<file path="config.mk">
export PLATFORM = sky130hd
export DESIGN_NAME = univ_shift_reg
export DESIGN_NICKNAME = d
export VERILOG_FILES = /design/src/rtl/univ_shift_reg.sv
export SDC_FILE = /design/constraint.sdc
export NUM_CORES = 1
export LEC_CHECK = 0
export CORE_ASPECT_RATIO = 0.7
export CORE_MARGIN = 5
export CORE_UTILIZATION = 30
export CTS_BUF_LIST = sky130_fd_sc_hd__clkbuf_8
export CTS_CLUSTER_SIZE = 28
export DETAILED_ROUTE_END_ITERATION = 8
export SYNTH_ARGS = -nofsm -noshare
export SYNTH_HDL_FRONTEND = slang
export SYNTH_SLANG_ARGS = --single-unit
export TNS_END_PERCENT = 5
</file>
<file path="constraint.sdc">
create_clock -name clk -period 1.3 [get_ports clk]
set_input_delay 0.195 -clock clk [delete_from_list [all_inputs] [get_ports clk]]
set_output_delay 0.195 -clock clk [all_outputs]
set_load 0.02 [all_outputs]
</file>
<file path="src/rtl/univ_shift_reg.sv">
// WIDTH-bit universal shift register: hold/shift/rotate/load/clear/invert with a word-length shift counter.
// Latency: 1 cycle from inputs to q; qbar/sl_out/sr_out are combinational from q.
// Backpressure: none; en=0 freezes all state and drops word_done.
module univ_shift_reg #(
  parameter int               WIDTH     = 8,
  parameter logic [WIDTH-1:0] RESET_VAL = '0,
  parameter int               CNT_W     = 4
) (
  input  logic             clk,
  input  logic             rst,
  input  logic             en,
  input  logic [2:0]       mode,
  input  logic [WIDTH-1:0] d,
  input  logic             sl_in,
  input  logic             sr_in,
  output logic [WIDTH-1:0] q,
  output logic [WIDTH-1:0] qbar,
  output logic             sl_out,
  output logic             sr_out,
  output logic [CNT_W-1:0] shift_cnt,
  output logic             word_done
);

  typedef enum logic [2:0] {
    MODE_HOLD = 3'b000,
    MODE_SHL  = 3'b001,
    MODE_SHR  = 3'b010,
    MODE_ROL  = 3'b011,
    MODE_ROR  = 3'b100,
    MODE_LOAD = 3'b101,
    MODE_CLR  = 3'b110,
    MODE_INV  = 3'b111
  } mode_e;

  // Counter saturates at the word length; the pulse fires on the edge that reaches it.
  localparam logic [CNT_W-1:0] CNT_FULL = CNT_W'(WIDTH);
  localparam logic [CNT_W-1:0] CNT_ONE  = CNT_W'(1);

  mode_e            mode_sel;
  logic [WIDTH-1:0] q_nxt;
  logic [CNT_W-1:0] cnt_nxt;
  logic             done_nxt;
  logic             is_shift;

  assign mode_sel = mode_e'(mode);

  // Next-state decode for the register, the shift counter and the word_done pulse.
  always_comb begin
    q_nxt    = q;
    cnt_nxt  = shift_cnt;
    done_nxt = 1'b0;
    is_shift = 1'b0;
    if (en) begin
      case (mode_sel)
        MODE_SHL: begin
          q_nxt    = {q[WIDTH-2:0], sl_in};
          is_shift = 1'b1;
        end
        MODE_SHR: begin
          q_nxt    = {sr_in, q[WIDTH-1:1]};
          is_shift = 1'b1;
        end
        MODE_ROL: begin
          q_nxt    = {q[WIDTH-2:0], q[WIDTH-1]};
          is_shift = 1'b1;
        end
        MODE_ROR: begin
          q_nxt    = {q[0], q[WIDTH-1:1]};
          is_shift = 1'b1;
        end
        MODE_LOAD: begin
          q_nxt   = d;
          cnt_nxt = '0;
        end
        MODE_CLR: begin
          q_nxt   = '0;
          cnt_nxt = '0;
        end
        MODE_INV: q_nxt = ~q;
        default:  q_nxt = q;
      endcase
      // Only the WIDTH-1 -> WIDTH transition pulses; a saturated counter stays silent.
      if (is_shift && (shift_cnt < CNT_FULL)) begin
        cnt_nxt  = shift_cnt + CNT_ONE;
        done_nxt = (shift_cnt == (CNT_FULL - CNT_ONE));
      end
    end
  end

  // State registers; asynchronous reset discards any partially shifted word.
  always_ff @(posedge clk or negedge rst) begin
    if (!rst) begin
      q         <= RESET_VAL;
      shift_cnt <= '0;
      word_done <= 1'b0;
    end else begin
      q         <= q_nxt;
      shift_cnt <= cnt_nxt;
      word_done <= done_nxt;
    end
  end

  assign qbar   = ~q;
  assign sl_out = q[WIDTH-1];
  assign sr_out = q[0];

endmodule

</file>
# Word-level counts from Yosys, hierarchy flattened
# Index checks and enable logic that the tools add are counted.
totals:
  reg_bits: 13
  wordCells: 28
  out_inout_bits: 23
  input_bits: 16
classes:
  magnitude_cmp: 1
  n_mux: 7
  n_eq_ne: 8
  n_addsub: 1
  reduce_logical: 7
  bitwise_logic: 1
ops:
  columns: ["operator", "n"]
  rows:
  - ["case mux 8 bit (7 select lines)", 1]
  - ["== test 3 bit (second input constant)", 4]
  - ["2-to-1 mux 4 bit", 2]
  - ["inverter 8 bit", 1]
  - ["nonzero test 7 bit", 1]
  - ["== test 3 x 2 -> 1 bit (second input constant)", 2]
  - ["adder 4 x 1 -> 4 bit (second input constant)", 1]
  - ["== test 4 x 3 -> 1 bit (second input constant)", 1]
  - ["< comparator 4 bit (second input constant)", 1]
  - ["2-to-1 mux 1 bit", 4]
  - ["AND reduction 2 bit", 2]
  - ["OR reduction 4 bit", 1]
  - ["== test 3 x 1 -> 1 bit (second input constant)", 1]
  - ["nonzero test 2 bit", 1]
  - ["OR reduction 2 bit", 1]
  - ["logical AND 1 bit", 1]

# Longest topological paths before layout
depth:
  word_depth: 7
  mapped_depth: 6
  mapped_depth_nobuf: 5

# Worst setup path before layout
# OpenSTA, ideal clock, no wires.
synth_timing:
  path_kind: "reg-to-reg"
  start: "register q[6]"
  end: "register q[5]"
  setup_ns: 0.127
  stages_incl_launch_ff: 4
  t_required_ns: 1.173
  t_arrival_ns: 1.210
  path_slack_ns: -0.037
  synth_period_minus_slack_ns: 1.337
  path_buffers: 0
  path_cell_list: "dfrtp_1 maj3_2 a221o_1 a2bb2oi_1"
synth_between:
  elab_chain_cells: 1
synth_rtl:
  columns: ["element", "line", "text"]
  rows:
  - ["start, declared", "16", "output logic [WIDTH-1:0] q,"]
  - ["start signal, assigned", "97", "q <= q_nxt;"]
  - ["case mux 8 bit (7 select lines)", "54", "case (mode_sel)"]
# No other way between the ends.
# A chain may end at the register's enable or synchronous reset.

# Worst setup path in the final report
# Ends and elaborated chain as after synthesis.

==> metrics.log <==
INFO  metric pre_cts_setup_slack = -0.495 ns
INFO  metric synth_compound_area_frac = 0.278
INFO  metric max-clock-path-buffers = 2
INFO  metric drt_first_iter_violations = 43
INFO  metric worst_ep_arrival_time = 1.47 ns
INFO  metric cts_root_buffer = clkbuf_8
INFO  metric final_worst_path_setup_slack = -0.0336 ns
INFO  metric synth-adder-area-share = 0.0515
INFO  metric startpoint_class_of_the_critical_path = register
INFO  metric final-hold-violation-count = 0
INFO  metric cts-htree-levels = 1
INFO  metric grt_usage = 0.151
INFO  metric syn-cell-area = 1040 um^2
INFO  metric violations = setup timing
INFO  metric dieArea = 4780 um^2
INFO  metric yosys.area_share.simple = 0.187
INFO  metric yosys.area.top_type_share = 0.311
INFO  metric dr_total_vias = 1187
INFO  metric unrepaired_setup_endpoints_after_global_routing = true
INFO  metric die_height = 59.4 um
INFO  metric clkSlewWorstSetupHoldPaths = 0.06 ns
INFO  metric final_nets = 207
INFO  metric leakagePower = 0.815 nW
INFO  metric hold_crit_class = in -> async
INFO  metric area_delta_synth_final = 66.1%
INFO  metric mappedNetlistNets = 142
INFO  metric timing.critical_path.to_type = register
INFO  metric antenna_found_initial = 0
INFO  metric synth_top_family_by_area = compound AO/OA/AOI/OAI gates
INFO  metric postcts_setup_bufs = 0
INFO  metric boundaryPins = 39
INFO  metric ys_seq_elements = 13
INFO  metric async_reset_ff_frac = 1.00
INFO  metric synth_sequential_area_ratio = 0.311
INFO  metric routabilityCongestion = 0.915
INFO  metric final.min_clock_period = 1.33 ns
INFO  metric timing.fmax = 750 MHz
INFO  metric start_util = 0.321
INFO  metric final.period_utilization = 1.03
INFO  metric diodes = 0
INFO  metric timing.critical_path.slowest_stage_cell = dfrtp_2
INFO  metric wire_length_of_the_first_global_routing_pass = 5540 um
INFO  metric post_route_drc_violation_count = 0
INFO  metric clock_latency = 0.25 ns
INFO  metric die_width = 80.5 um
INFO  metric criticalPathCategory = reg -> reg
INFO  metric ys_dominant_reg_cell = dfrtp_1
INFO  metric gr-total-overflow = 0
INFO  metric count_of_tritonroute_iterations_in_the_first_routing_pass = 4
INFO  metric synthDominantAreaCellType = dfrtp_1
INFO  metric ff2ff_path_depth = 3
INFO  metric cts.sink_count = 13
INFO  metric critical_path.max_stage_delay = 0.44 ns
INFO  metric wl_per_cell = 14.4 um
INFO  metric post_synth_num_cell_types = 40
INFO  metric std_cell_rows = 17
INFO  metric synth.area.mux_share = 0.0491
INFO  metric timing.final.setup_violations = 1
INFO  metric synth_enable_flop_cells = 0
INFO  metric fillers = 309
INFO  metric synthesis.area_per_instance = 8.36 um^2
INFO  metric worst_pin_slew = 0.288 ns
INFO  metric postRouteAntennaNets = 0
INFO  metric ys_top_cells_by_area = dfrtp_1, nor2_1, inv_1, nand2_1, a41oi_1
INFO  metric number_of_instances_in_the_synthesized_netlist = 125
INFO  metric avgViaCountPerCell = 5.03
INFO  metric crit_path_cell_trace = maj3_2 -> a221o_1 -> a2bb2oi_2
INFO  metric critPathMaxFanout = 4
INFO  metric maxCapViolCount = 0
INFO  metric outcome = complete, but fails checks
INFO  metric power.density_cell_area = 1100 nW/um^2
INFO  metric design.core.area = 3250 um^2
INFO  metric first_global_vias = 1093
INFO  metric cts_tree = yes
INFO  metric peakVddDrop = 0.582 mV
INFO  metric buffer_ports.inserted = 38
INFO  metric slew_violations = 0
INFO  metric slew_headroom = 0.808
INFO  metric grt_max_degree = 15
INFO  metric drive_gt1_frac = 0.275
INFO  metric clock_buffer_count_from_cts = 3
INFO  metric detailedPlacementHpwl = 2640 um
INFO  metric yosysWarnings = 0
INFO  metric synth_xor_xnor_area_share = 0.00838
INFO  metric drt-total-wl = 3390 um
INFO  metric required = 1.44 ns
INFO  metric totalPowerFinal = 0.00190 W
INFO  metric finalClockSkew = 0.000706 ns
flip-flops by register name (all words and copies together) (netlist names):
name	cells
q	8
shift_cnt	4
word_done	1
logic make-up (layout without fill, tap and decap cells):
group / count (synthesis) / in the layout
flip-flops: 13 / 13
XOR/XNOR: 1 / 1
AND/OR/NAND/NOR: 39 / 39
multiplexers: 5 / 5
AO/OA/AOI/OAI: 40 / 40
adder cells (fa/ha/maj): 5 / 5
buffers and inverters: 22 / 86
worst max-delay path, delay by kind of cell, from the launching register on:
family,cells,cell delay (ns)
flip-flops,1,0.44
AO/OA/AOI/OAI,2,0.47
adder cells (fa/ha/maj),1,0.30
cell usage in the layout (no fill, tap or decap), types with 2 or more instances in the layout:
cell | Yosys | routed
a41oi_2 | 0 | 2
dfrtp_1 | 13 | 12
buf_12 | 0 | 2
mux2i_1 | 4 | 4
a221oi_1 | 3 | 2
a31oi_1 | 3 | 3
clkbuf_2 | 0 | 2
clkdlybuf4s15_1 | 0 | 2
clkbuf_8 | 0 | 3
nor2_2 | 1 | 2
a21oi_1 | 7 | 7
a41oi_1 | 5 | 3
a211o_1 | 4 | 4
buf_4 | 2 | 28
nand2_1 | 12 | 12
nor2_1 | 13 | 12
clkdlybuf4s50_1 | 0 | 12
maj3_1 | 3 | 3
nand2b_1 | 5 | 5
o21ai_0 | 5 | 4
inv_1 | 12 | 13
dlygate4sd2_1 | 0 | 22
nand3b_1 | 4 | 4
power breakdown:
group | internal (W) | switching, W | total, W | leakage [nW]
sequential | 0.000483 | 0.0000685 | 0.000551 | 0.156
clock | 0.000210 | 0.000173 | 0.000383 | 0.0269
combinational | 0.000456 | 0.000511 | 0.000967 | 0.631
metrics by stage:
stage | area (um^2) | setup TNS (ns) | hold slack [ns] | instances | util
6_report | 1740 | -0.0336 | 0.249 | 236 | 0.533
3_5_place_dp | 1680 | -4.94 | 0.525 | 232 | 0.515
2_1_floorplan | 1050 | -0.000542 | -0.101 | 125 | -
5_1_grt | 1740 | -0.160 | 0.272 | 236 | 0.533
4_1_cts | 1690 | -0.00646 | 0.250 | 236 | 0.520
3_3_place_gp | 1680 | -4.66 | 0.530 | 232 | 0.515
final timing paths:
path,startpoint,endpoint,slack (ns)
max,q[6],q[5],-0.03
min reg2reg,shift_cnt[1],shift_cnt[1],0.55
min,rst,q[7],0.25
max reg2reg,q[6],q[5],-0.03
max in group asynchronous,rst,q[6],0.86
min in group clk,shift_cnt[1],shift_cnt[1],0.55
synth_stat cells (all sizes together), types with 2 or more instances:
master and instances:
buf 7, mux2i 4, a211o 4, a21oi 8
a41oi 5, nor2 14, nand2 12, maj3 4
nand3b 4, clkbuf 2, a211oi 2, o21ai 5
nand2b 5, dfrtp 13, a31oi 3, inv 13
a221oi 3
timing repair:
item                       4_1_cts  5_1_grt
setup endpoints to repair       36       12
pin swaps                        2        0
resized for setup               27       16
hold buffers                     0        0
hold endpoints to repair         0        0
metal layers:
layer	track usage	vias to the layer above	wire length (um)
met5	0	-	0
met4	0.0386	0	36
met3	0.0578	4	335
met2	0.212	55	1430
met1	0.214	546	1590
li1	-	582	-
final cells by class:
| cell class | instances | area [um^2] | area share |
|---|---|---|---|
| multi-input cells | 90 | 647 | 0.373 |
| clock buffers | 3 | 41.3 | 0.0238 |
| well taps | 47 | 58.8 | 0.0339 |
| clock inverters | 1 | 3.75 | 0.00216 |
| repair buffers | 69 | 604 | 0.348 |
| flip-flops and latches | 13 | 327 | 0.188 |
| inverters | 13 | 53.8 | 0.0310 |
No activity file was read; power rests on OpenSTA's default activity.
